`config.mk`:
```
export PLATFORM = sky130hd
export DESIGN_NAME = fir_coef_loader_flat
export DESIGN_NICKNAME = d
export VERILOG_FILES = /design/src/rtl/fir_coef_loader_if.sv /design/src/rtl/fir_coef_loader.sv /design/src/flat_wrapper.sv
export SDC_FILE = /design/constraint.sdc
export NUM_CORES = 1
export LEC_CHECK = 0
export CORE_MARGIN = 1
export CORE_UTILIZATION = 65
export DETAILED_ROUTE_END_ITERATION = 16
export DONT_BUFFER_PORTS = 1
export PLACE_DENSITY_LB_ADDON = 0.3
export SLEW_MARGIN = 10
export SYNTH_ARGS = -nofsm -noshare
export SYNTH_HDL_FRONTEND = slang
export SYNTH_SLANG_ARGS = --single-unit
```
`constraint.sdc`:
```
create_clock -name clk -period 4.4 [get_ports clk]
set_clock_uncertainty 0.15 [all_clocks]
set_input_delay 0.44 -clock clk [delete_from_list [all_inputs] [get_ports clk]]
set_output_delay 0.44 -clock clk [all_outputs]
set_load 0.02 [all_outputs]
```
`src/rtl/fir_coef_loader_if.sv`:
```
`default_nettype none
// +----------------------------------------------------------------------+
// | Module      : fir_coef_loader_if                                     |
// | Description : SPI-side coefficient strobes/registers and RAM-side    |
// |               write port of the FIR coefficient loader.              |
// | Revision    : 1.0 - initial release                                  |
// +----------------------------------------------------------------------+
interface fir_coef_loader_if #(
    parameter int FILT_W = 2
);
    // Control / SPI register side
    logic                coef_wr_stb;
    logic [7:0]          coef_lsb;
    logic [7:0]          coef_msb;
    logic [7:0]          filter_select;
    logic [7:0]          taps_per_filter;
    logic                addr_rst;
    logic                swap_req;
    logic                sample_stb;
    logic                err_clr;
    // Coefficient RAM / status side
    logic                coef_we;
    logic [FILT_W+8:0]   coef_waddr;
    logic [15:0]         coef_wdata;
    logic                active_bank;
    logic [7:0]          tap_ptr;
    logic                swap_pending;
    logic                filter_done;
    logic                load_err;

    // Controller side: drives the strobes, observes the RAM port and status
    modport master (
        output coef_wr_stb, coef_lsb, coef_msb, filter_select, taps_per_filter,
               addr_rst, swap_req, sample_stb, err_clr,
        input  coef_we, coef_waddr, coef_wdata, active_bank, tap_ptr,
               swap_pending, filter_done, load_err
    );

    // Loader side
    modport slave (
        input  coef_wr_stb, coef_lsb, coef_msb, filter_select, taps_per_filter,
               addr_rst, swap_req, sample_stb, err_clr,
        output coef_we, coef_waddr, coef_wdata, active_bank, tap_ptr,
               swap_pending, filter_done, load_err
    );
endinterface
`default_nettype wire

```
`src/rtl/fir_coef_loader.sv`:
```
`default_nettype none
// +----------------------------------------------------------------------+
// | Module      : fir_coef_loader                                        |
// | Description : Loads 16-bit FIR coefficients into the shadow bank of  |
// |               a double-buffered coefficient RAM and swaps banks at   |
// |               an audio frame boundary.                               |
// | Revision    : 1.0 - initial release                                  |
// +----------------------------------------------------------------------+
module fir_coef_loader #(
    parameter int NUM_FILTERS = 4,
    parameter int FILT_W      = 2
) (
    input  wire logic        clk,
    input  wire logic        reset_n,
    fir_coef_loader_if.slave bus
);

    localparam logic       c_ST_LOAD      = 1'b0;
    localparam logic       c_ST_SWAP_PEND = 1'b1;
    localparam logic [8:0] c_NUM_FILT     = 9'(NUM_FILTERS);

    logic              r_state;
    logic              r_active_bank;
    logic              r_coef_we;
    logic [FILT_W+8:0] r_coef_waddr;
    logic [15:0]       r_coef_wdata;
    logic [7:0]        r_tap_ptr;
    logic [7:0]        r_filt_prev;
    logic              r_filter_done;
    logic              r_load_err;

    logic              w_wr_valid;
    logic              w_wr_bad;
    logic              w_ptr_clr;
    logic              w_swap_done;
    logic              w_wrap;
    logic [7:0]        w_tap_eff;
    logic [7:0]        w_taps_m1;

    // A pointer clear (explicit or by filter change) applies to a write in
    // the same cycle, so the write lands on tap 0.
    assign w_ptr_clr   = bus.addr_rst || (bus.filter_select != r_filt_prev);
    assign w_tap_eff   = w_ptr_clr ? 8'd0 : r_tap_ptr;
    assign w_taps_m1   = bus.taps_per_filter - 8'd1;
    assign w_wrap      = (w_tap_eff >= w_taps_m1);
    assign w_wr_valid  = bus.coef_wr_stb && (r_state == c_ST_LOAD)
                       && ({1'b0, bus.filter_select} < c_NUM_FILT)
                       && (bus.taps_per_filter != 8'd0);
    assign w_wr_bad    = bus.coef_wr_stb && !w_wr_valid;
    assign w_swap_done = (r_state == c_ST_SWAP_PEND) && bus.sample_stb;

    // Bank-swap FSM: a request is only honoured at a later frame boundary
    always_ff @(posedge clk or negedge reset_n) begin
        if (!reset_n) begin
            r_state       <= c_ST_LOAD;
            r_active_bank <= 1'b0;
        end else begin
            case (r_state)
                c_ST_LOAD: begin
                    if (bus.swap_req) r_state <= c_ST_SWAP_PEND;
                end
                c_ST_SWAP_PEND: begin
                    if (bus.sample_stb) begin
                        r_state       <= c_ST_LOAD;
                        r_active_bank <= ~r_active_bank;
                    end
                end
                default: r_state <= c_ST_LOAD;
            endcase
        end
    end

    // Registered RAM write port; always targets the bank the FIR is not reading
    always_ff @(posedge clk or negedge reset_n) begin
        if (!reset_n) begin
            r_coef_we     <= 1'b0;
            r_coef_waddr  <= '0;
            r_coef_wdata  <= '0;
            r_filter_done <= 1'b0;
        end else begin
            r_coef_we     <= w_wr_valid;
            r_filter_done <= w_wr_valid && w_wrap;
            if (w_wr_valid) begin
                r_coef_waddr <= {~r_active_bank, bus.filter_select[FILT_W-1:0], w_tap_eff};
                r_coef_wdata <= {bus.coef_msb, bus.coef_lsb};
            end
        end
    end

    // Tap pointer: advances per valid write, wraps at the filter length
    always_ff @(posedge clk or negedge reset_n) begin
        if (!reset_n) begin
            r_tap_ptr <= 8'd0;
        end else if (w_swap_done) begin
            r_tap_ptr <= 8'd0;
        end else if (w_wr_valid) begin
            r_tap_ptr <= w_wrap ? 8'd0 : w_tap_eff + 8'd1;
        end else if (w_ptr_clr) begin
            r_tap_ptr <= 8'd0;
        end
    end

    // Remember last cycle's filter index to detect a change of target
    always_ff @(posedge clk or negedge reset_n) begin
        if (!reset_n) begin
            r_filt_prev <= 8'd0;
        end else begin
            r_filt_prev <= bus.filter_select;
        end
    end

    // Sticky error flag; a new error wins over a simultaneous clear
    always_ff @(posedge clk or negedge reset_n) begin
        if (!reset_n) begin
            r_load_err <= 1'b0;
        end else if (w_wr_bad) begin
            r_load_err <= 1'b1;
        end else if (bus.err_clr) begin
            r_load_err <= 1'b0;
        end
    end

    assign bus.coef_we      = r_coef_we;
    assign bus.coef_waddr   = r_coef_waddr;
    assign bus.coef_wdata   = r_coef_wdata;
    assign bus.active_bank  = r_active_bank;
    assign bus.tap_ptr      = r_tap_ptr;
    assign bus.swap_pending = (r_state == c_ST_SWAP_PEND);
    assign bus.filter_done  = r_filter_done;
    assign bus.load_err     = r_load_err;

endmodule
`default_nettype wire

```
`src/flat_wrapper.sv`:
```
// flat-port wrapper written by rule: the top's interface ports become plain ports
module fir_coef_loader_flat 
#(
    parameter int NUM_FILTERS = 4,
    parameter int FILT_W      = 2
)
  (clk, reset_n, bus_coef_wr_stb, bus_coef_lsb, bus_coef_msb, bus_filter_select, bus_taps_per_filter, bus_addr_rst, bus_swap_req, bus_sample_stb, bus_err_clr, bus_coef_we, bus_coef_waddr, bus_coef_wdata, bus_active_bank, bus_tap_ptr, bus_swap_pending, bus_filter_done, bus_load_err);
  fir_coef_loader_if #(.FILT_W(FILT_W)) bus_i ();
  input  wire logic clk;
  input  wire logic reset_n;
  input wire logic [$bits(bus_i.coef_wr_stb)-1:0] bus_coef_wr_stb;
  input wire logic [$bits(bus_i.coef_lsb)-1:0] bus_coef_lsb;
  input wire logic [$bits(bus_i.coef_msb)-1:0] bus_coef_msb;
  input wire logic [$bits(bus_i.filter_select)-1:0] bus_filter_select;
  input wire logic [$bits(bus_i.taps_per_filter)-1:0] bus_taps_per_filter;
  input wire logic [$bits(bus_i.addr_rst)-1:0] bus_addr_rst;
  input wire logic [$bits(bus_i.swap_req)-1:0] bus_swap_req;
  input wire logic [$bits(bus_i.sample_stb)-1:0] bus_sample_stb;
  input wire logic [$bits(bus_i.err_clr)-1:0] bus_err_clr;
  output wire logic [$bits(bus_i.coef_we)-1:0] bus_coef_we;
  output wire logic [$bits(bus_i.coef_waddr)-1:0] bus_coef_waddr;
  output wire logic [$bits(bus_i.coef_wdata)-1:0] bus_coef_wdata;
  output wire logic [$bits(bus_i.active_bank)-1:0] bus_active_bank;
  output wire logic [$bits(bus_i.tap_ptr)-1:0] bus_tap_ptr;
  output wire logic [$bits(bus_i.swap_pending)-1:0] bus_swap_pending;
  output wire logic [$bits(bus_i.filter_done)-1:0] bus_filter_done;
  output wire logic [$bits(bus_i.load_err)-1:0] bus_load_err;
  assign bus_i.coef_wr_stb = bus_coef_wr_stb;
  assign bus_i.coef_lsb = bus_coef_lsb;
  assign bus_i.coef_msb = bus_coef_msb;
  assign bus_i.filter_select = bus_filter_select;
  assign bus_i.taps_per_filter = bus_taps_per_filter;
  assign bus_i.addr_rst = bus_addr_rst;
  assign bus_i.swap_req = bus_swap_req;
  assign bus_i.sample_stb = bus_sample_stb;
  assign bus_i.err_clr = bus_err_clr;
  assign bus_coef_we = bus_i.coef_we;
  assign bus_coef_waddr = bus_i.coef_waddr;
  assign bus_coef_wdata = bus_i.coef_wdata;
  assign bus_active_bank = bus_i.active_bank;
  assign bus_tap_ptr = bus_i.tap_ptr;
  assign bus_swap_pending = bus_i.swap_pending;
  assign bus_filter_done = bus_i.filter_done;
  assign bus_load_err = bus_i.load_err;
  fir_coef_loader #(.NUM_FILTERS(NUM_FILTERS), .FILT_W(FILT_W)) u_core (.clk(clk), .reset_n(reset_n), .bus(bus_i));
endmodule
```
**After elaboration in Yosys (flattened, before gate mapping)**

Index checks and enable logic that the tools add are counted.

- Register bits after elaboration: 48
- Bits of input ports: 39
- Output and inout port bits: 40

- Add/sub/neg operators: 2
- Magnitude comparators: 2
- Equal/unequal tests: 1
- Multiplexer cells: 9
- Bitwise logic cells: 2
- Reductions and logical operators: 11

Operators by type and width:

| kind | number |
|---|---|
| 8-bit two-way mux | 4 |
| 8-bit by 1-bit adder with 8-bit output (second input constant) | 1 |
| 8-bit >= comparator | 1 |
| 8-bit by 3-bit less-than comparator with 1-bit output (second input constant) | 1 |
| 8-bit inequality test | 1 |
| 8-bit nonzero test | 1 |
| 8-bit by 1-bit subtractor with 8-bit output (second input constant) | 1 |
| 1-bit logical AND | 6 |
| 1-bit two-way mux | 4 |
| 1-bit inverter | 2 |
| 1-bit one-hot mux with 2 select lines | 1 |
| 2-bit AND reduction | 1 |
| 2-bit nonzero test | 1 |
| 1-bit zero test | 1 |
| 1-bit logical OR | 1 |

**Longest topological paths before layout**

Gate-level depths: netlist of the first run.

- Word-level depth: 7
- Depth in mapped cells: 12
- Mapped depth without buffers: 10

**Worst setup path before layout of the first run**

OpenSTA, ideal clock, no wires.

- Kind: input -> register
- Start point: input bus_filter_select[1]
- End point: register u_core.r_tap_ptr[4] (netlist: u_core.bus.tap_ptr[4])
- Library setup time: 82 ps
- Arrival: 2619 ps
- Setup slack: 1550 ps
- Cell stages on the path: 11
- Path buffers: 2
- Cells stage by stage: xor2_1 nor4_4 and3_1 buf_2 and2_1 ha_1 a21o_1 a311oi_2 buf_2 nand3_1 a31oi_1

- Word-level cells in the longest chain between the ends: 7

RTL lines:

| element | RTL line | source |
|---|---|---|
| start: declaration | flat_wrapper.sv:14 | `input wire logic [$bits(bus_i.filter_select)-1:0] bus_filter_select;` |
| 8-bit inequality test | fir_coef_loader.sv:42 | `assign w_ptr_clr = bus.addr_rst \|\| (bus.filter_select != r_filt_prev);` |
| 1-bit logical OR | fir_coef_loader.sv:42 |  |
| 8-bit two-way mux | fir_coef_loader.sv:43 | `assign w_tap_eff = w_ptr_clr ? 8'd0 : r_tap_ptr;` |
| net u_core.w_tap_eff[7] | fir_coef_loader.sv:37 | `logic [7:0] w_tap_eff;` |
| 8-bit >= comparator | fir_coef_loader.sv:45 | `assign w_wrap = (w_tap_eff >= w_taps_m1);` |
| 8-bit two-way mux | fir_coef_loader.sv:97 | `r_tap_ptr <= w_wrap ? 8'd0 : w_tap_eff + 8'd1;` |
| 8-bit two-way mux | fir_coef_loader.sv:96 | `end else if (w_wr_valid) begin` |
| 8-bit two-way mux | fir_coef_loader.sv:94 | `end else if (w_swap_done) begin` |
| end signal: assignment | fir_coef_loader.sv:97 |  |
| end: declaration | fir_coef_loader.sv:27 | `logic [7:0] r_tap_ptr;` |

The timed path passes the listed nets, and every way through them passes these cells.
A chain may end at the register's enable or synchronous reset.

**Worst setup path after layout of the first run**

- Start point: register u_core.r_filt_prev[1]
- End point: register u_core.r_tap_ptr[2] (netlist: u_core.bus.tap_ptr[2])

- Word-level cells in the longest chain between the ends: 7

RTL lines:

| element | RTL line | source |
|---|---|---|
| start: declaration | fir_coef_loader.sv:28 | `logic [7:0] r_filt_prev;` |
| start signal: assignment | fir_coef_loader.sv:108 | `r_filt_prev <= bus.filter_select;` |
| 8-bit inequality test | fir_coef_loader.sv:42 |  |
| 1-bit logical OR | fir_coef_loader.sv:42 |  |
| 8-bit two-way mux | fir_coef_loader.sv:43 |  |
| net u_core.w_tap_eff[7] | fir_coef_loader.sv:37 |  |
| 8-bit >= comparator | fir_coef_loader.sv:45 |  |
| 8-bit two-way mux | fir_coef_loader.sv:97 |  |
| 8-bit two-way mux | fir_coef_loader.sv:96 |  |
| 8-bit two-way mux | fir_coef_loader.sv:94 |  |

The timed path passes the listed nets, and every way through them passes these cells.

==> impl_summary.log, run 1 <==
[metrics] Final setup violation count: 0
[metrics] GRT Overall Usage: 26.68%
[metrics] power density cells: between 300 and 400 mW/mm2
[metrics] Post-Synthesis Cell Area: between 0.002 and 0.0025 mm2
[metrics] required time of the critical path: 4.56 ns
[metrics] last weighted congestion value of the routability-driven placer: 0.7832
[metrics] footprint of the flip-flops and latches: about 0.0012 mm2
[metrics] worst path arrival time: between 3 and 4 ns
[metrics] synthesized net count: between 200 and 300
[metrics] fin. max-slew vios: 0
[metrics] CTS Buf Count: 5
[metrics] total congestion overflow after global routing: 0
[metrics] clk sinks: between 40 and 50
[metrics] routed wirelength normalized by instance count: between 10 and 15 um
[metrics] IO buf count: 0
[metrics] fillers: 232
[metrics] core box area: 0.003416 mm2
[metrics] summed negative setup slack over all endpoints: 0 ns
[metrics] pin count of the biggest net entering global routing: slightly below 50
[metrics] count of yosys warnings during synthesis: 0
[metrics] worst-path cell with the longest stage delay: a311oi_2
[metrics] type of the worst setup path: reg -> reg
[metrics] worst hold slack after final layout: between 0.008 and 0.009 ns
[metrics] die outline height: ~62 um
[metrics] iteration-0 DRC count of the detailed router: 78
[metrics] final period utilization: between 70% and 80%
[metrics] number of cells upsized or downsized after cts: 0
[metrics] met3 capacity usage during global routing: between 8 and 9%
[metrics] unique cell type count in the Yosys netlist: 37
[metrics] latest clock arrival within the worst-skew pair: between 0.3 and 0.4 ns
[metrics] vias in the first global route: between 1500 and 2000
[metrics] timing startpoint of the critical path: u_core.r_filt_prev[1]
[metrics] remaining antenna violation count: 0
[metrics] Residual DRC: 0
[metrics] f_max: roughly 300 MHz
[metrics] hold wc startpoint: bus_coef_msb[3]
[metrics] cell-by-cell listing of the critical path: xor2_1 -> nor4_4 -> and3_1 -> and2_1 -> ha_1 -> a21o_1 -> a311oi_2 -> and4_1 -> o31a_1
[metrics] clock tree from TritonCTS: done
[metrics] die width: approximately 62 um
[metrics] slowest cell delay on critical path: around 0.8 ns
[metrics] number of storage elements in the synthesis netlist: 48
[metrics] area used by multi-input combinational logic: approximately 0.0011 mm2
[metrics] fraction of layout cells with a size suffix above 1: 8.812%
[metrics] post-synthesis instance total: between 200 and 250
[metrics] sequential fraction of the synthesis area: about 51%
[metrics] top-level I/O count: 79
[metrics] Inserted Diodes: 0
[metrics] effective utilization at floorplan: roughly 70%
[metrics] clock transition at the register clock pins on the worst setup and hold paths after CTS: 0.15 ns
[metrics] CP Max Fanout: 15
[metrics] result of the run: finished, final reports clean
[metrics] mean area per synthesized cell: 9.752 um2
[metrics] Min Clock Period, post-route: between 3 and 4 ns
[metrics] wire length of the first global-routing pass: between 7000 and 8000 um
[metrics] met1 capacity usage during global routing: approximately 30%
[metrics] Pre-antenna DRT Iters: 4
[metrics] clock tree root driver cell: clkbuf_4
[metrics] actual transition at the worst max-transition pin: 0.9400 ns
[metrics] Die ar.: 0.003891 mm2
[metrics] R2R Path Start: u_core.r_filt_prev[1]
[metrics] static leakage: around 1.3 nW
[metrics] R2R Setup Slk: between 1 and 1.5 ns
[metrics] initial antenna violation count: 0
[metrics] detail-routed via count per cell: about 5.7
[metrics] Max transition margin: between 30% and 40%
[metrics] dpl hpwl: just over 3000 um
[metrics] max-cap violations: 0
[metrics] routed vias: about 1700
[metrics] Worst Setup Start Kind: flop
[metrics] number of nets in the final layout: slightly above 300
[metrics] number of core rows: 21
[metrics] wirelength, routed: ~4600 um
[metrics] endpoints failing hold: 0
[metrics] most used routing layer: met2
[metrics] M2 GR Usage: between 40% and 50%
[metrics] IR Drop Worst-Case VDD: 0.2334 mV
[metrics] unrepaired setup endpoints after global routing: false
[metrics] endpoint type of the worst setup path: flop
[metrics] number of H-tree levels: 2
[metrics] Layout Area Growth over Synthesis: 11.67%
[metrics] maximum count of clock buffers along a single path: 2
[metrics] Min-Delay Path Class: in -> reg
-- where the power goes --
part | internal [W] | switching (W)
clock network | 0.000122 | 0.000146
logic | 0.0000358 | 0.0000366
registers | 0.000467 | 0.0000488
total | 0.000624 | 0.000231
-- critical path: cells and delay by family, from the launching register on --
kind                     cells  cell delay (ns)
AND/OR/NAND/NOR              4             1.19
AO/OA/AOI/OAI                3             1.11
flip-flops                   1             0.40
adder cells (fa/ha/maj)      1             0.25
XOR/XNOR                     1             0.18
-- path summary, 6_finish.rpt --
check | to | cells past startpoint
max | u_core.bus.tap_ptr[2] | 9
min | u_core.bus.coef_wdata[11] | 2
max reg2reg | u_core.bus.tap_ptr[2] | 9
min reg2reg | u_core.bus.coef_wdata[3] | 2
max in group asynchronous | u_core.bus.coef_wdata[2] | 2
min in group asynchronous | u_core.bus.coef_waddr[10] | 2
-- per-layer routing --
metal / up-vias / part of all wire [%]
met5: - / 0
met4: 0 / 2.7
met2: 56 / 52
li1: 843 / -
met1: 838 / 40
met3: 11 / 5.8
-- registers in the layout, indices dropped and copies added (netlist names) --
register,flops
u_core.bus.filter_done,1
u_core.bus.coef_waddr,11
u_core.bus.coef_we,1
u_core.bus.swap_pending,1
u_core.bus.active_bank,1
u_core.bus.load_err,1
u_core.bus.coef_wdata,16
u_core.bus.tap_ptr,8
u_core.r_filt_prev,8
-- kinds of logic after synthesis --
kind of cell	count (synthesis)	synth area share, %
compound gates	18	4.963
xor+xnor	15	5.544
fa+ha+maj	11	5.808
buf+inv	16	4.276
flops	48	50.69
mux	7	3.273
simple gates	128	25.45
-- final cells by class --
type	count	area share (%)
clock buffer	5	1.418
clock inverter	3	1.749
inverter	7	1.182
multi-input combinational	179	40.33
sequential	48	45.39
tap	46	2.175
timing repair buffer	19	7.754
-- synth_stat cells, drive strengths merged --
cell	number	area, um2
dfrtp	48	1201
nand3	20	105.1
ha	11	137.6
clkinv	1	8.760
a21o	1	7.510
a311oi	1	15.01
mux2i	1	10.01
a21boi	2	15.01
a21oi	3	15.01
xnor2	4	35.03
xor2	11	96.34
and2	6	37.54
mux2	6	67.56
or2	2	12.52
inv	6	22.52
o31a	1	8.760
nor2b	1	6.260
nor3b	2	15.01
o21ai	5	25.02
nand4	2	12.51
nor4b	1	15.01
and4	3	26.28
nand2	72	270.3
a31oi	5	31.28
and3	2	12.51
clkbuf	3	11.26
nor4	2	27.53
nor2	12	47.55
buf	6	58.80
nor3	3	15.01
-- stage by stage --
step                cell area [um2]  util, %   power, W  setup slack, ns  cells
floorplan                      2370        -  0.0005615            1.550    243
CTS                            2596    76.01  0.0008570            1.052    302
detailed placement             2365    69.23  0.0005736            1.028    281
global placement               2365    69.23  0.0005706            1.151    281
global route                   2646    77.47  0.0008958           0.7167    307
finish                         2646    77.47  0.0008557            1.054    307
-- layout by cell type (no fill, tap or decap), drive strengths merged, types with 2 or more instances in the layout --
cell type and n:
nand4 2, nor3b 2, a21oi 3, and4 3, inv 7, xnor2 4, xor2 11, or2 2
clkbuf 5, and2 6, o21ai 5, ha 11, nand2 72, nor2 12, nand3 20, buf 2
a31oi 5, nor3 3, a21boi 2, and3 2, mux2 6, nor4 2, dlygate4sd3 17, dfrtp 48
-- repair_timing --
| item | 4_1_cts | 5_1_grt |
|---|---|---|
| hold buffers | 13 | 5 |
| buffers inserted | 0 | 0 |
| endpoints found under the hold margin | 59 | 5 |
| endpoints found under the setup margin | 0 | 0 |
No activity file was read; power rests on OpenSTA's default activity.
==> run 2: changes to the inputs <==
--- a/config.mk
+++ b/config.mk
@@ -6,7 +6,7 @@
 export NUM_CORES = 1
 export LEC_CHECK = 0
 export CORE_MARGIN = 1
-export CORE_UTILIZATION = 65
+export CORE_UTILIZATION = 62
 export DETAILED_ROUTE_END_ITERATION = 16
 export DONT_BUFFER_PORTS = 1
 export PLACE_DENSITY_LB_ADDON = 0.3
==> constraint.sdc (replaced) <==
create_clock -name clk -period 3.15 [get_ports clk]
set_clock_uncertainty 0.15 [all_clocks]
set_input_delay 0.315 -clock clk [delete_from_list [all_inputs] [get_ports clk]]
set_output_delay 0.315 -clock clk [all_outputs]
set_load 0.02 [all_outputs]
==> impl_summary.log, run 2 (same netlist as run 1, synthesis figures left out) <==
[metrics] result of the run: finished, final reports clean
[metrics] max-cap violations: 0
[metrics] number of core rows: 22
[metrics] fin. max-slew vios: 0
[metrics] most common cell after layout, fill and taps aside: nand2_1
[metrics] CTS Buf Count: 5
[metrics] summed negative setup slack over all endpoints: 0 ns
[metrics] destination of the worst register-to-register timing path: u_core.bus.tap_ptr[2]
[metrics] number of H-tree levels: 2
[metrics] f_max: about 340 MHz
[metrics] Min Clock Period, post-route: slightly below 3 ns
[metrics] clock transition at the register clock pins on the worst setup and hold paths after CTS: approximately 0.080 ns
[metrics] actual transition at the worst max-transition pin: roughly 0.41 ns
[metrics] Hold EP: u_core.bus.load_err
[metrics] core box area: around 0.0037 mm2
[metrics] clock tree root driver cell: clkbuf_8
[metrics] wire length of the first global-routing pass: about 8100 um
[metrics] R2R Setup Slk: around 0.25 ns
[metrics] Top delay family on crit path: simple AND/OR/NAND/NOR gates
[metrics] hold wc startpoint: bus_coef_wr_stb
[metrics] detail-routed via count per cell: around 5.5
[metrics] clock tree from TritonCTS: done
[metrics] routed wirelength normalized by instance count: approximately 15 um
[metrics] effective utilization at floorplan: between 60% and 70%
[metrics] Min-Delay Path Class: in -> reg
[metrics] R2R Path Start: u_core.r_filt_prev[1]
[metrics] clk sinks: between 40 and 50
[metrics] Final setup violation count: 0
[metrics] iteration-0 DRC count of the detailed router: 93
[metrics] Cell Count, Final, Fillers Out: 321
[metrics] static leakage: between 1 and 1.5 nW
[metrics] dpl hpwl: 3060 um
[metrics] flip-flop count of the largest register after layout: 16
[metrics] Pre-antenna DRT Iters: 4
[metrics] die outline height: ~64 um
[metrics] remaining antenna violation count: 0
[metrics] fillers: around 270
[metrics] initial antenna violation count: 0
[metrics] cell-by-cell listing of the critical path: xor2_1 -> nor4_4 -> and3_1 -> and2_1 -> ha_1 -> a21o_1 -> a311oi_2 -> buf_4 -> nor3b_1 -> o31a_1
[metrics] die width: between 60 and 70 um
[metrics] last weighted congestion value of the routability-driven placer: roughly 0.82
[metrics] endpoints failing hold: 0
[metrics] number of cells upsized or downsized after cts: 0
[metrics] Layout Area Growth over Synthesis: 18.32%
[metrics] depth of the worst hold-timing path: 2
[metrics] endpoint type of the worst setup path: flop
[metrics] routed vias: about 1800
[metrics] post-CTS setup repair buffer count: 0
[metrics] unrepaired setup endpoints after global routing: false
[metrics] highest-count cells in the layout ignoring fill and taps: nand2_1 (72), dfrtp_1 (48), dlygate4sd3_1 (28), nand3_1 (19)
[metrics] path depth of the worst reg2reg path: 10
[metrics] final period utilization: around 92%
[metrics] GRT Overall Usage: between 20% and 30%
[metrics] slowest cell delay on critical path: 0.38 ns
[metrics] power density cells: about 460 mW/mm2
[metrics] fraction of layout cells with a size suffix above 1: 8.791%
[metrics] number of placed instances with taps included: 284
[metrics] required time of the critical path: roughly 3.2 ns
[metrics] wirelength, routed: between 4000 and 5000 um
[metrics] number of nets in the final layout: 322
[metrics] maximum count of clock buffers along a single path: 2
[metrics] Max transition margin: 72.91%
[metrics] CP Max Fanout: 15
[metrics] worst-path cell with the longest stage delay: dfrtp_1
[metrics] IO buf count: 0
[metrics] pin count of the biggest net entering global routing: 49
[metrics] type of the worst setup path: reg -> reg
[metrics] total congestion overflow after global routing: 0
[metrics] Worst Setup Start Kind: flop
[metrics] worst path arrival time: about 3.0 ns
[metrics] vias in the first global route: 1856
[metrics] Inserted Diodes: 0
[metrics] Die ar.: around 0.004 mm2
[metrics] IR Drop Worst-Case VDD: 0.3867 mV
[metrics] Buf+Inv Stages, Crit Path: 1
[metrics] latest clock arrival within the worst-skew pair: 0.30 ns
[metrics] Residual DRC: 0
[metrics] top-level I/O count: approximately 80
-- run 2: worst max-delay path by stage --
stage                                startpoint                     to  slack (ns)  cells after the start
after floorplan           u_core.r_filt_prev[1]  u_core.bus.tap_ptr[4]        0.36                     11
after global placement    u_core.r_filt_prev[1]  u_core.bus.tap_ptr[2]        0.39                     11
after detailed placement  u_core.r_filt_prev[1]  u_core.bus.tap_ptr[2]        0.31                     11
after CTS                 u_core.r_filt_prev[1]  u_core.bus.tap_ptr[2]        0.29                     10
after global routing      u_core.r_filt_prev[1]  u_core.bus.tap_ptr[2]        0.04                     11
final                     u_core.r_filt_prev[1]  u_core.bus.tap_ptr[2]        0.25                     10
-- run 2: where the power goes --
group / leakage, nW / switching, W / internal, W
sequential: 0.638 / 0.0000681 / 0.000652
combinational: 0.666 / 0.0000538 / 0.0000601
clock: 0.0614 / 0.000204 / 0.000260
-- run 2: per-layer routing --
| metal | vias to the layer above | wire (um) | track usage (%) |
|---|---|---|---|
| li1 | 865 | - | - |
| met1 | 851 | 1998 | 30.31 |
| met2 | 53 | 2561 | 46.54 |
| met3 | 2 | 288 | 8.393 |
| met4 | 0 | 21 | 4.261 |
| met5 | - | 0 | 0 |
-- run 2: final cells by class --
class                           count  area (um2)  share of cell area (%)
Multi-Input combinational cell    179        1067                   38.06
Timing Repair Buffer               31       322.8                   11.51
Sequential cell                    48        1201                   42.84
Clock inverter                      2       38.79                   1.383
Inverter                            7       31.28                   1.116
Tap cell                           48       60.06                   2.142
Clock buffer                        6       82.58                   2.945
-- run 2: repair_timing --
item                                    4_1_cts  5_1_grt
hold endpoints to repair                     76        0
hold buffers                                 29        0
endpoints found under the setup margin        0        0
-- run 2: per-stage QoR --
step	hold slack, ns	power, W	utilization [%]	setup slack, ns	instance area [um2]
after CTS	0.009163	0.001301	76.59	0.2864	2804
after global placement	-0.1299	0.0007977	64.87	0.3857	2375
final	0.008506	0.001298	76.59	0.2461	2804
after floorplan	-0.1306	0.0007843	-	0.3638	2370
after detailed placement	-0.1299	0.0008019	64.87	0.3135	2375
after global routing	0.004388	0.001348	76.59	0.03915	2804
==> edit 1, RTL diff (settings of run 2) <==
Make the reset (`reset_n`) synchronous in 5 clocked blocks.
--- a/src/rtl/fir_coef_loader.sv
+++ b/src/rtl/fir_coef_loader.sv
@@ -50,7 +50,7 @@
     assign w_swap_done = (r_state == c_ST_SWAP_PEND) && bus.sample_stb;
 
     // Bank-swap FSM: a request is only honoured at a later frame boundary
-    always_ff @(posedge clk or negedge reset_n) begin
+    always_ff @(posedge clk) begin
         if (!reset_n) begin
             r_state       <= c_ST_LOAD;
             r_active_bank <= 1'b0;
@@ -71,7 +71,7 @@
     end
 
     // Registered RAM write port; always targets the bank the FIR is not reading
-    always_ff @(posedge clk or negedge reset_n) begin
+    always_ff @(posedge clk) begin
         if (!reset_n) begin
             r_coef_we     <= 1'b0;
             r_coef_waddr  <= '0;
@@ -88,7 +88,7 @@
     end
 
     // Tap pointer: advances per valid write, wraps at the filter length
-    always_ff @(posedge clk or negedge reset_n) begin
+    always_ff @(posedge clk) begin
         if (!reset_n) begin
             r_tap_ptr <= 8'd0;
         end else if (w_swap_done) begin
@@ -101,7 +101,7 @@
     end
 
     // Remember last cycle's filter index to detect a change of target
-    always_ff @(posedge clk or negedge reset_n) begin
+    always_ff @(posedge clk) begin
         if (!reset_n) begin
             r_filt_prev <= 8'd0;
         end else begin
@@ -110,7 +110,7 @@
     end
 
     // Sticky error flag; a new error wins over a simultaneous clear
-    always_ff @(posedge clk or negedge reset_n) begin
+    always_ff @(posedge clk) begin
         if (!reset_n) begin
             r_load_err <= 1'b0;
         end else if (w_wr_bad) begin
Formal check against the unedited RTL: differs if reset_n is asserted again (counterexample within 4 cycles, from zero or initial values and one cycle with reset_n low); with reset_n held inactive, the same outputs for 10 cycles.
==> edit 1 against run 2 <==
Routed wire length increased by 7.5%. Core utilization increased by 1.6 points. Area after synthesis decreased by 3.8%. Design area decreased by 4.8%. Power decreased by 23%. Sequential share of layout area decreased by 6.8 points. Sequential cell count unchanged. Count of clock-buffer cells in the layout decreased by 1. Worst setup slack got worse by 0.016 ns. Highest routed layer unchanged.
==> edit 1: results (changes against run 2) <==
Status:
- The flow ran to the end, and the final reports show no timing, DRC or antenna violations.

Global routing:
- The total global routing overflow is 0 (unchanged).
- The first-pass GRT wire length is 8.404 mm (+3.3%).
- The initial antenna violation count is 0 (unchanged).
- The pin count of the biggest net entering global routing is 36 (-27%).
- The number of global-route vias before repair is 1,853 (-0.16%).
- The total routing usage reported by global routing is 27.23% (+1.4 points).

Placed design:
- The count of input and output buffers is 0 (unchanged).
- The final weighted congestion in routability-driven placement is 0.8044 (-1.3%).
- The half-perimeter wire length after detailed placement is 3.227 mm (+5.5%).

Finish:
- The flip-flop count of the largest register, all copies and words added is 16 (unchanged).
- The layout filler cell count is 252 (-4.9%).
- The count of inserted antenna diode cells is 0 (unchanged).
- The number of nets in the layout was 353 (+9.6%).
- The fraction of final layout cells with drive strength greater than 1 is 6.908% (-1.9 points).

Clock tree:
- The clock latency on the worst-skew pair was 0.37 ns (+0.07 ns).
- The deepest clock path buffer count came to 2 (unchanged).
- The buffers inserted during post-CTS setup optimization is 0 (unchanged).
- The H-tree depth reported by CTS came to 2 (unchanged).
- The total CTS buffers was 5 (unchanged).
- The register clock-pin slew on the reported worst setup and hold paths was 0.15 ns (+0.07 ns).
- Clock tree synthesis selected as its root buffer the cell clkbuf_4.

Yosys:
- The number of nets produced by synthesis is 322 (+9.9%).
- Counting instances in the post-synthesis netlist gives the leading cell types as 57 x nand2_1, 48 x dfxtp_1, 26 x nand3_1.
- The number of synthesis warnings was 0 (unchanged).
- The portion of the post-synthesis area used by sequential elements is 42.15% (-8.5 points).
- Ranked by total cell area, the synthesized netlist is headed by dfxtp_1 42%, nand2_1 9.4%, ha_1 6.0%, nand3_1 5.7%, a21boi_1 4.9%.
- The fraction of synthesis flops using an asynchronous set or reset pin is 0% (-100 points).
- The unique cell type count in the Yosys netlist is 36 (-2.7%).

Detailed routing:
- The length of the first detailed-routing pass in iterations is 4 (unchanged).
- The number of violations reported at the end of detailed-routing iteration 0 was 130 (+40%).
- The routed via count divided by cell count is 5.569 (+0.93%).
- The final routed wirelength across all metal layers came to 5.236 mm (+7.5%).

Min path:
- The worst hold-check path type is input pin to register.

Timing:
- The hold violation total from the final report is 0 (unchanged).
- The slew at the pin closest to its max-slew limit was 1.023 ns (+0.6168 ns).

Critical path:
- The critical path arrival is 3.07 ns (+0.09 ns).
- The maximum fanout along the worst path was 3 (-12).

Pwr:
- The worst ir drop on vdd was 0.3185 mV (-18%).
- The leakage power total is 1.081 nW (-21%).
## edit 1: changes by cell type after synthesis, moves of 6 or more
cell and change:
mux2_2 -6, nand2_1 -15, dfxtp_1 +48, dfrtp_1 -48, a21boi_1 +13, inv_1 +8, nand3_1 +7
## edit 1: cell families after synthesis
logic type,synth area share (%)
simple gates,26.84
fa+ha+maj,6.037
compound gates,12.51
mux,0.4391
xor+xnor,5.763
buf+inv,6.257
flops,42.15
## edit 1: path summary, 6_finish.rpt
kind	slack [ns]	depth (start not counted)	start	endpoint
worst max-delay path	0.23	11	u_core.r_filt_prev[7]$_SDFF_PN0_	u_core.bus.tap_ptr[2]$_SDFF_PP0_
worst max register to register	0.23	11	u_core.r_filt_prev[7]$_SDFF_PN0_	u_core.bus.tap_ptr[2]$_SDFF_PP0_
worst min-delay path	0.004	3	bus_err_clr	u_core.bus.load_err$_SDFFE_PN0P_
worst min register to register	0.42	2	u_core.bus.coef_wdata[4]$_SDFFE_PN0P_	u_core.bus.coef_wdata[4]$_SDFFE_PN0P_
## edit 1: metal layers
| layer | global-route usage (%) | share of wire (%) | vias up |
|---|---|---|---|
| met2 | 47.28 | 50 | 89 |
| met1 | 31.23 | 41 | 877 |
| met3 | 8.394 | 8.1 | 9 |
| li1 | - | - | 974 |
| met4 | 9.884 | 1.4 | 0 |
| met5 | 0 | 0 | - |
## edit 1: critical path, stage by stage (launching register included)
cell	delay (ns)
dfxtp_1	0.34
xor2_1	0.16
nor4_1	0.33
buf_4	0.18
nand4_1	0.16
inv_1	0.10
ha_1	0.24
a21oi_1	0.13
o21ai_0	0.10
a311oi_1	0.33
or3b_2	0.47
a31oi_1	0.16
## edit 1: where the power goes
part           total (mW)  switching (mW)  internal, mW
clock               0.282           0.196        0.0861
combinational      0.0872          0.0345        0.0528
sequential          0.626          0.0103         0.616
## edit 1: cell type report
type / count / share of cell area, %
multi-input combinational: 196 / 44.19
clock buffer: 5 / 1.406
sequential: 48 / 35.99
clock inverter: 3 / 0.7029
inverter: 14 / 1.968
tap: 46 / 2.156
timing repair buffer: 38 / 13.59
## edit 1: timing repair
action / CTS / global route
endpoints found under the setup margin: 0 / 1
hold buffers: 31 / 0
resized for setup: 0 / 1
endpoints found under the hold margin: 41 / 0
## edit 1: through the flow
stage	hold WS (ns)	area (um^2)	total power, mW	std cells	setup WS, ns
finish	0.004421	2670	0.9960	350	0.2297
global route	0.02537	2670	1.030	350	0.02671
CTS	0.009455	2669	0.9979	350	0.2015
detailed placement	0.2909	2302	0.6883	311	0.2132
global placement	0.2876	2302	0.6871	311	0.3016
floorplan	0.2867	2280	0.6850	272	0.1390
==> edit 2, RTL diff (flow settings as in run 2) <==
Without the edit above. `FILT_W` is set to 2 in 3 places; all go to 4.
--- a/src/rtl/fir_coef_loader_if.sv
+++ b/src/rtl/fir_coef_loader_if.sv
@@ -6,7 +6,7 @@
 // | Revision    : 1.0 - initial release                                  |
 // +----------------------------------------------------------------------+
 interface fir_coef_loader_if #(
-    parameter int FILT_W = 2
+    parameter int FILT_W = 4
 );
     // Control / SPI register side
     logic                coef_wr_stb;
--- a/src/rtl/fir_coef_loader.sv
+++ b/src/rtl/fir_coef_loader.sv
@@ -8,7 +8,7 @@
 // +----------------------------------------------------------------------+
 module fir_coef_loader #(
     parameter int NUM_FILTERS = 4,
-    parameter int FILT_W      = 2
+    parameter int FILT_W      = 4
 ) (
     input  wire logic        clk,
     input  wire logic        reset_n,
--- a/src/flat_wrapper.sv
+++ b/src/flat_wrapper.sv
@@ -2,7 +2,7 @@
 module fir_coef_loader_flat 
 #(
     parameter int NUM_FILTERS = 4,
-    parameter int FILT_W      = 2
+    parameter int FILT_W      = 4
 )
   (clk, reset_n, bus_coef_wr_stb, bus_coef_lsb, bus_coef_msb, bus_filter_select, bus_taps_per_filter, bus_addr_rst, bus_swap_req, bus_sample_stb, bus_err_clr, bus_coef_we, bus_coef_waddr, bus_coef_wdata, bus_active_bank, bus_tap_ptr, bus_swap_pending, bus_filter_done, bus_load_err);
   fir_coef_loader_if #(.FILT_W(FILT_W)) bus_i ();
Interface: changed (resized bus_coef_waddr); port bits go from 79 to 81. No check against the original RTL was run, so the function may have changed too.
==> edit 2 against run 2 <==
Routed wire length up 1.2%. Fmax up 0.69%. Area after synthesis up 2.5%. Worst setup slack improved by 0.020 ns. Sequential share of layout area up 0.72 points. Sequential cell count rose by 2. Global-route usage down 0.67 points. Power grew 1.5%. Clock power fell by 2%. Die area up 2.4%. Design area up 2.5%. Critical endpoint unchanged. Largest power group unchanged. Highest routed layer unchanged.
==> edit 2: results (changes against run 2) <==
Status:
- The run finished with clean final reports.

Global routing:
- The global-route track usage on met2 is 43.55% (-3.0 points).
- The first-pass GRT wire length is 8.038 mm (-1.2%).
- The pin count of the biggest net entering global routing is 51 (+4.1%).
- The met3 routing resource usage after global routing is 7.394% (-1.0 points).
- The met1 routing resource usage after global routing was 30.81% (+0.50 points).

Timing:
- The worst-case hold slack is 0.2004 ns (+0.1919 ns).

Yosys:
- The commonest cells after synthesis are 72 x nand2_1, 50 x dfrtp_1, 19 x nand3_1.
- The post-synthesis compound-gate area fraction is 4.843% (-0.12 points).
- The number of nets produced by synthesis is 297 (+1.4%).
- The xor and xnor fraction of the mapped netlist area is 5.410% (-0.13 points).
- The portion of the post-synthesis area used by sequential elements was 51.52% (+0.83 points).

Detailed routing:
- The vias after detailed routing was 1,798 (+1.5%).
- The met2 routed wirelength is 2.512 mm (-1.9%).
- The wire length the detailed router placed on met1 is 2.025 mm (+1.4%).
- The final routed wirelength across all metal layers came to 4.929 mm (+1.2%).

Finish:
- The area taken by flip-flops and latches is 1251 um^2 (+4.2%).
- The sequential cell count of the final layout is 50 (+4.2%).
- The multi-input logic area is 1080 um^2 (+1.2%).
- The non-clock buffer share of cell area came to 11.59% (+0.073 points).
- The cell area after layout is 2873 um^2 (+2.5%).

Placed design:
- The final weighted congestion in routability-driven placement came to 0.8233 (+1.0%).
- The worst setup slack after placement came to 0.2892 ns (-0.02438 ns).
- The post-placement cell area is 2437 um^2 (+2.6%).

Pwr:
- The leakage power total is 1.402 nW (+2.7%).

Critical path:
- The cell depth of the worst flop-to-flop path is 11 (+1).
[edit 2: cell types whose count changed in the layout (fill, tap and decap cells not counted)]
cell           before  now
inv_8               0    1
and2_1              6    8
mux2_1              0    3
clkinv_4            2    1
dfrtp_1            48   50
dlygate4sd3_1      28   29
clkbuf_8            6    5
mux2_2              6    3
clkinvlp_4          0    1
[edit 2: power by group]
part	leakage (nW)	total, mW	internal, mW	switching (mW)
Sequential	0.666	0.746	0.678	0.0684
Clock	0.0563	0.454	0.242	0.212
Combinational	0.680	0.117	0.0612	0.0561
[edit 2: worst min-delay path by stage]
stage,cells past startpoint,from,endpoint
5_1_grt,2,bus_sample_stb,u_core.bus.active_bank$_DFFE_PN0P_
3_3_place_gp,0,reset_n,u_core.bus.coef_waddr[4]$_DFFE_PN0P_
4_1_cts,2,bus_sample_stb,u_core.bus.active_bank$_DFFE_PN0P_
6_report,2,bus_sample_stb,u_core.bus.active_bank$_DFFE_PN0P_
2_1_floorplan,0,reset_n,u_core.bus.active_bank$_DFFE_PN0P_
3_5_place_dp,0,reset_n,u_core.bus.coef_waddr[5]$_DFFE_PN0P_
[edit 2: repair_timing]
| item | in CTS | in global routing |
|---|---|---|
| endpoints found under the hold margin | 78 | 0 |
| hold buffers | 30 | 0 |
| setup buffers | 0 | 0 |
[edit 2: worst max-delay path, stage by stage, from the launching register on]
cell and delay (ns):
dfrtp_1 0.38, xor2_1 0.18, nor4_4 0.30, and3_1 0.35, and2_1 0.20, ha_1 0.26, a21oi_1 0.15, a21oi_1 0.09
a311oi_2 0.18, buf_4 0.24, nor3b_1 0.20, o31a_1 0.16
